<file path="config.mk">
export PLATFORM = sky130hd
export DESIGN_NAME = bpu_upd_ctrl_flat
export DESIGN_NICKNAME = d
export VERILOG_FILES = /design/src/rtl/bpu_upd_if.sv /design/src/rtl/bpu_upd_ctrl.sv /design/src/flat_wrapper.sv
export SDC_FILE = /design/constraint.sdc
export NUM_CORES = 1
export LEC_CHECK = 0
export CORE_ASPECT_RATIO = 0.6
export CORE_MARGIN = 4
export CORE_UTILIZATION = 55
export DETAILED_ROUTE_END_ITERATION = 7
export GPL_TIMING_DRIVEN = 0
export PLACE_DENSITY = 0.82
export SYNTH_ARGS = -nofsm -noshare
export SYNTH_HDL_FRONTEND = slang
export SYNTH_SLANG_ARGS = --single-unit
</file>
<file path="constraint.sdc">
create_clock -name clk -period 6.3 [get_ports clk]
set_clock_uncertainty 0.1 [all_clocks]
set_input_delay 0.63 -clock clk [delete_from_list [all_inputs] [get_ports clk]]
set_output_delay 0.63 -clock clk [all_outputs]
set_load 0.02 [all_outputs]
</file>
<file path="src/rtl/bpu_upd_if.sv">
// Branch predictor update bus: resolution input, fetch lookup arbitration,
// PHT/BTB write commands and global history out.
interface bpu_upd_if #(
    parameter int PHT_AW = 6
);
    logic              flush;
    logic              res_valid;
    logic              res_ready;
    logic [31:0]       res_pc;
    logic [31:0]       res_target;
    logic              res_taken;
    logic              res_is_jal;
    logic              res_btb_upd;
    logic              fetch_req;
    logic              fetch_stall;
    logic [PHT_AW-1:0] ghr;
    logic              pht_we;
    logic [PHT_AW-1:0] pht_waddr;
    logic              pht_inc;
    logic              pht_clr;
    logic              btb_we;
    logic [31:0]       btb_pc;
    logic [31:0]       btb_target;
    logic              init_busy;

    // Jump unit / fetch / tables side.
    modport master (
        output flush, res_valid, res_pc, res_target, res_taken, res_is_jal,
               res_btb_upd, fetch_req,
        input  res_ready, fetch_stall, ghr, pht_we, pht_waddr, pht_inc,
               pht_clr, btb_we, btb_pc, btb_target, init_busy
    );

    // Update scheduler side.
    modport slave (
        input  flush, res_valid, res_pc, res_target, res_taken, res_is_jal,
               res_btb_upd, fetch_req,
        output res_ready, fetch_stall, ghr, pht_we, pht_waddr, pht_inc,
               pht_clr, btb_we, btb_pc, btb_target, init_busy
    );
endinterface

</file>
<file path="src/rtl/bpu_upd_ctrl.sv">
// Branch predictor update scheduler: queues resolutions, owns the global
// history, issues one PHT/BTB write per cycle with a bounded yield to fetch
// lookups, and sweeps the PHT clear after reset or flush.
module bpu_upd_ctrl #(
    parameter int PHT_DEPTH  = 64,
    parameter int UQ_DEPTH   = 4,
    parameter int STARVE_MAX = 3
) (
    input logic    clk,
    input logic    rst,
    bpu_upd_if.slave bus
);
    localparam int PHT_AW = $clog2(PHT_DEPTH);
    localparam int QAW    = $clog2(UQ_DEPTH);
    localparam int SW     = $clog2(STARVE_MAX + 2);

    localparam logic [SW-1:0]     STARVE_LIM = SW'(STARVE_MAX);
    localparam logic [PHT_AW-1:0] SWEEP_LAST = PHT_AW'(PHT_DEPTH - 1);

    typedef enum logic {ST_INIT, ST_RUN} state_t;

    typedef struct packed {
        logic [31:0] pc;
        logic [31:0] target;
        logic        taken;
        logic        is_jal;
        logic        btb_upd;
    } upd_t;

    state_t            state;
    logic [PHT_AW-1:0] sweep;
    logic [QAW:0]      wr_ptr;
    logic [QAW:0]      rd_ptr;
    logic [PHT_AW-1:0] ghr_q;
    logic [SW-1:0]     starve;
    upd_t              mem [UQ_DEPTH];

    logic [PHT_AW-1:0] waddr_q;
    logic              inc_q;
    logic [31:0]       btb_pc_q;
    logic [31:0]       btb_target_q;

    logic              empty;
    logic              full;
    logic              running;
    logic              sweeping;
    logic              issue;
    logic              push;
    upd_t              head;
    upd_t              push_data;
    logic [PHT_AW-1:0] pht_idx;

    assign empty     = (wr_ptr == rd_ptr);
    assign full      = (wr_ptr[QAW] != rd_ptr[QAW]) &&
                       (wr_ptr[QAW-1:0] == rd_ptr[QAW-1:0]);
    assign head      = mem[rd_ptr[QAW-1:0]];
    assign running   = rst && (state == ST_RUN);
    assign sweeping  = rst && (state == ST_INIT);
    // A flush cycle issues nothing, so no queued update escapes the flush.
    assign issue     = running && !bus.flush && !empty &&
                       (!bus.fetch_req || (starve == STARVE_LIM));
    assign push      = bus.res_valid && bus.res_ready && !bus.flush;
    assign pht_idx   = head.pc[2 +: PHT_AW] ^ ghr_q;
    assign push_data = '{pc: bus.res_pc, target: bus.res_target,
                         taken: bus.res_taken, is_jal: bus.res_is_jal,
                         btb_upd: bus.res_btb_upd};

    // Table commands and handshake, decoded from state and the FIFO head.
    always_comb begin
        // NOTE: every output gets a default first so no path can infer a latch.
        bus.res_ready   = running && !full;
        bus.fetch_stall = issue && bus.fetch_req;
        bus.ghr         = ghr_q;
        bus.init_busy   = !running;
        bus.pht_clr     = sweeping;
        bus.pht_we      = issue && !head.is_jal;
        bus.pht_waddr   = waddr_q;
        bus.pht_inc     = inc_q;
        bus.btb_we      = issue && head.btb_upd;
        bus.btb_pc      = btb_pc_q;
        bus.btb_target  = btb_target_q;
        if (sweeping) begin
            bus.pht_waddr = sweep;
        end else if (bus.pht_we) begin
            bus.pht_waddr = pht_idx;
            bus.pht_inc   = head.taken;
        end
        if (issue) begin
            bus.btb_pc     = head.pc;
            bus.btb_target = head.target;
        end
    end

    // Control state: sweep, FIFO pointers, global history and starvation count.
    always_ff @(posedge clk) begin
        // NOTE: sequential state uses non-blocking assignments so every
        // register samples pre-edge values regardless of statement order.
        if (!rst || bus.flush) begin
            state  <= ST_INIT;
            sweep  <= '0;
            wr_ptr <= '0;
            rd_ptr <= '0;
            ghr_q  <= '0;
            starve <= '0;
        end else begin
            case (state)
                ST_INIT: begin
                    sweep <= sweep + 1'b1;
                    if (sweep == SWEEP_LAST) begin
                        state <= ST_RUN;
                    end
                end
                default: begin
                    if (push) begin
                        wr_ptr <= wr_ptr + 1'b1;
                    end
                    if (issue) begin
                        rd_ptr <= rd_ptr + 1'b1;
                        if (!head.is_jal) begin
                            ghr_q <= {ghr_q[PHT_AW-2:0], head.taken};
                        end
                    end
                    if (issue || empty) begin
                        starve <= '0;
                    end else if (bus.fetch_req && starve != STARVE_LIM) begin
                        starve <= starve + 1'b1;
                    end
                end
            endcase
        end
    end

    // FIFO storage; only written on an accepted resolution.
    always_ff @(posedge clk) begin
        // NOTE: storage is not reset; the pointers alone define what is valid.
        if (push) begin
            mem[wr_ptr[QAW-1:0]] <= push_data;
        end
    end

    // Holds the last driven table address/data while the strobes are idle.
    always_ff @(posedge clk) begin
        if (!rst) begin
            waddr_q      <= '0;
            inc_q        <= 1'b0;
            btb_pc_q     <= '0;
            btb_target_q <= '0;
        end else begin
            if (bus.pht_clr || bus.pht_we) begin
                waddr_q <= bus.pht_waddr;
            end
            if (bus.pht_we) begin
                inc_q <= bus.pht_inc;
            end
            if (issue) begin
                btb_pc_q     <= head.pc;
                btb_target_q <= head.target;
            end
        end
    end
endmodule

</file>
<file path="src/flat_wrapper.sv">
// flat-port wrapper written by rule: the top's interface ports become plain ports
module bpu_upd_ctrl_flat 
#(
    parameter int PHT_DEPTH  = 64,
    parameter int UQ_DEPTH   = 4,
    parameter int STARVE_MAX = 3
)
  (clk, rst, bus_flush, bus_res_valid, bus_res_pc, bus_res_target, bus_res_taken, bus_res_is_jal, bus_res_btb_upd, bus_fetch_req, bus_res_ready, bus_fetch_stall, bus_ghr, bus_pht_we, bus_pht_waddr, bus_pht_inc, bus_pht_clr, bus_btb_we, bus_btb_pc, bus_btb_target, bus_init_busy);
  bpu_upd_if #(.PHT_AW((6))) bus_i ();
  input logic clk;
  input logic rst;
  input wire logic [$bits(bus_i.flush)-1:0] bus_flush;
  input wire logic [$bits(bus_i.res_valid)-1:0] bus_res_valid;
  input wire logic [$bits(bus_i.res_pc)-1:0] bus_res_pc;
  input wire logic [$bits(bus_i.res_target)-1:0] bus_res_target;
  input wire logic [$bits(bus_i.res_taken)-1:0] bus_res_taken;
  input wire logic [$bits(bus_i.res_is_jal)-1:0] bus_res_is_jal;
  input wire logic [$bits(bus_i.res_btb_upd)-1:0] bus_res_btb_upd;
  input wire logic [$bits(bus_i.fetch_req)-1:0] bus_fetch_req;
  output wire logic [$bits(bus_i.res_ready)-1:0] bus_res_ready;
  output wire logic [$bits(bus_i.fetch_stall)-1:0] bus_fetch_stall;
  output wire logic [$bits(bus_i.ghr)-1:0] bus_ghr;
  output wire logic [$bits(bus_i.pht_we)-1:0] bus_pht_we;
  output wire logic [$bits(bus_i.pht_waddr)-1:0] bus_pht_waddr;
  output wire logic [$bits(bus_i.pht_inc)-1:0] bus_pht_inc;
  output wire logic [$bits(bus_i.pht_clr)-1:0] bus_pht_clr;
  output wire logic [$bits(bus_i.btb_we)-1:0] bus_btb_we;
  output wire logic [$bits(bus_i.btb_pc)-1:0] bus_btb_pc;
  output wire logic [$bits(bus_i.btb_target)-1:0] bus_btb_target;
  output wire logic [$bits(bus_i.init_busy)-1:0] bus_init_busy;
  assign bus_i.flush = bus_flush;
  assign bus_i.res_valid = bus_res_valid;
  assign bus_i.res_pc = bus_res_pc;
  assign bus_i.res_target = bus_res_target;
  assign bus_i.res_taken = bus_res_taken;
  assign bus_i.res_is_jal = bus_res_is_jal;
  assign bus_i.res_btb_upd = bus_res_btb_upd;
  assign bus_i.fetch_req = bus_fetch_req;
  assign bus_res_ready = bus_i.res_ready;
  assign bus_fetch_stall = bus_i.fetch_stall;
  assign bus_ghr = bus_i.ghr;
  assign bus_pht_we = bus_i.pht_we;
  assign bus_pht_waddr = bus_i.pht_waddr;
  assign bus_pht_inc = bus_i.pht_inc;
  assign bus_pht_clr = bus_i.pht_clr;
  assign bus_btb_we = bus_i.btb_we;
  assign bus_btb_pc = bus_i.btb_pc;
  assign bus_btb_target = bus_i.btb_target;
  assign bus_init_busy = bus_i.init_busy;
  bpu_upd_ctrl #(.PHT_DEPTH(PHT_DEPTH), .UQ_DEPTH(UQ_DEPTH), .STARVE_MAX(STARVE_MAX)) u_core (.clk(clk), .rst(rst), .bus(bus_i));
endmodule
</file>
==> reports/summary.txt <==
DRC Markers = 0
Port-buffer cells = 154
worst path bufs/invs = 4
Yosys top cell area share = 0.5775
Mapped Area = 13930 sq um
final setup fails = 0
ANT nets after route = 0
largest net degree at the start of global routing = 59
critical path's top delay family = buffers and inverters
WP data required = 5.57 ns
Post-Synthesis Net Count = 957
Max Buffers Root-to-Sink = 3
Max IR drop VDD = 0.0002187 V
Max-Cap Viols = 0
initial cell density of the core = 0.5675
Post-CTS Setup Inserts = 0
Post-synth EDFFs = 268
clock sinks = 363
Slowest-stage cell, CP = nor3_2
Resized Gates After CTS = 0
DIE WIDTH = 213.5 um
DP Wirelength = 20120 um
placed cell count = 1357
achievable clock frequency = 0.2246 GHz
die height = 131.3 um
Slew HR = 0.3199
critical path class = in -> out
Tot Pwr = 4.539 mW
area of the multi-input gates = 3675 sq um
initial antenna violation count = 0
min cycle time layout = 4.452 ns
Rows = 44
Die ar. = 28030 sq um
Mapped Avg Cell Area = 15.89 sq um
Post-Route WL = 31250 um
Reg clk slew, reported paths = 0.06 ns
WP data arrival = 3.72 ns
Reg2Reg Depth = 7
Cell Chain, Critical Path = clkdlybuf4s50_1 > and2_4 > inv_2 > nor3_2 > clkbuf_1 > nand3_1 > nand2_1 > clkdlybuf4s50_1
Power Density = 266.9 nW/um^2
initial drt markers = 990
final setup TNS = 0 ns
Reg-to-Reg Start = u_core.starve[0]$_SDFFE_PP0P_
library cells used by synthesis = 44
Core ar. = 24550 sq um
CTS root buffer = clkbuf_16
register area share after synthesis = 0.7140
Syn-to-layout area delta = 22.04%
Critical Path Start Type = primary input
vias per cell = 5.959
CP max FO = 10
commonest non-fill, non-tap cell in the layout = edfxtp_1
io pins = 155
critical path depth = 8
status = completed
maximum level of the CTS H-tree = 1
Post-Synthesis Cells = 877
Synth area leaders = edfxtp_1 58%, dfxtp_1 14%, mux4_2 11%, nand3_1 2.4%, a21oi_1 2.4%
clk_lat worst skew = 0.57 ns
vias in the first global route = 8283
DR vias = 8438
commonest non-fill, non-tap cells in the layout = 268 x edfxtp_1, 154 x clkdlybuf4s50_1, 95 x dfxtp_1
predominant post-synthesis flop cell = edfxtp_1
hold_buf cts = 0
grt ovf = 0
top cell type by total area after synthesis = edfxtp_1
final hold vios = 0
number of fill cells = 1597
Nets = 1148
Final Cycle Share = 0.7067
GRT Total Usage = 0.2191
Hold Path Depth = 2
CP startpoint = rst
Core Util, Final = 0.6926
Yosys warnings = 0
storage element area = 9950 sq um
Post-Layout Cell Count = 1416
Post-synth ARST share = 0
DR pass1 iterations = 5
Synth Register Bits = 363
worst slew pin tran = 1.015 ns
Crit path top cell by count = clkdlybuf4s50_1
Leakage = 5.771 nW
max incr delay on CP = 0.76 ns
total CTS buffers = 31
gp weighted congestion = 0.7922
WL per Instance = 22.07 um
Slew Viols, Final = 0
RSZ-0062 raised after global routing = false
layout cell share with drive strength beyond 1 = 0.1528
first-pass GRT wire length = 47490 um
critical path endpoint category = primary output
worst hold path type = reg -> reg
hold slack = 0.3710 ns
CTS tree = built
min-delay src = u_core.inc_q$_SDFFE_PN0P_
-- state kept, by name (all words and copies together), names as in the netlist, 3 cells and up, named ones only --
| name | count |
|---|---|
| u_core.waddr_q | 6 |
| u_core.bus.ghr | 6 |
| u_core.starve | 3 |
| u_core.wr_ptr | 3 |
| u_core.btb_pc_q | 32 |
| u_core.btb_target_q | 32 |
| u_core.mem | 268 |
| u_core.rd_ptr | 3 |
| u_core.sweep | 6 |
-- cells in the mapped netlist (6+ instances only) --
master,count
ha_1,8
o21ai_0,66
buf_2,10
nand2_1,74
nand3_1,68
mux2i_1,14
buf_1,12
xnor2_1,11
a21oi_1,67
dfxtp_1,95
nor2_1,10
edfxtp_1,268
mux4_2,67
inv_1,6
clkbuf_1,25
-- cell families after synthesis --
group                    count (synthesis)  synth area share
adder cells (fa/ha/maj)                  8          0.007184
AND/OR/NAND/NOR                        185           0.06537
multiplexers                            81            0.1183
flip-flops                             363            0.7140
XOR/XNOR                                16           0.01006
AO/OA/AOI/OAI                          156           0.06205
buffers and inverters                   68           0.02299
-- path summary, 6_finish.rpt --
path / slack, ns / to
setup reg to reg: 3.56 / u_core.btb_pc_q[5]$_SDFF_PN0_
setup / recovery: 1.85 / bus_btb_pc[5]
hold reg to reg: 0.37 / u_core.inc_q$_SDFFE_PN0P_
hold / removal: 0.37 / u_core.inc_q$_SDFFE_PN0P_
-- per-layer routing --
layer | up-vias | wire, um | track usage
li1 | 3778 | - | -
met1 | 4238 | 13490 | 0.3323
met3 | 41 | 2729 | 0.05384
met2 | 381 | 14420 | 0.3301
met5 | - | 0 | 0
met4 | 0 | 606 | 0.04440
-- cell type report --
cell class              count  share of cell area
plain buffers              58             0.01633
well taps                 322             0.02369
flip-flops and latches    363              0.5851
clock inverters            19             0.01052
diodes                      1           0.0001471
inverters                  10            0.002501
repair buffers            158             0.09712
clock buffers              39             0.04856
multi-input cells         446              0.2161
-- where the power goes --
group	switching, mW	total, mW	internal [mW]	leakage [nW]
registers	0.000968	2.56	2.56	3.17
clock network	0.835	1.89	1.05	0.481
logic	0.0447	0.0897	0.0449	2.12
total	0.881	4.54	3.66	5.77
-- worst min-delay path, delay by kind of cell (launching register included) --
family | cells | cell delay, ns
flops | 1 | 0.30
compound gates | 1 | 0.07
buf+inv | 1 | 0.06
-- per-stage QoR --
step	cell area [sq um]	setup WS, ns
6_report	17010	1.848
5_1_grt	17000	1.685
4_1_cts	17000	1.881
3_5_place_dp	16000	1.855
3_3_place_gp	15880	1.427
2_1_floorplan	13930	3.191
(Power assumes the default switching activity.)
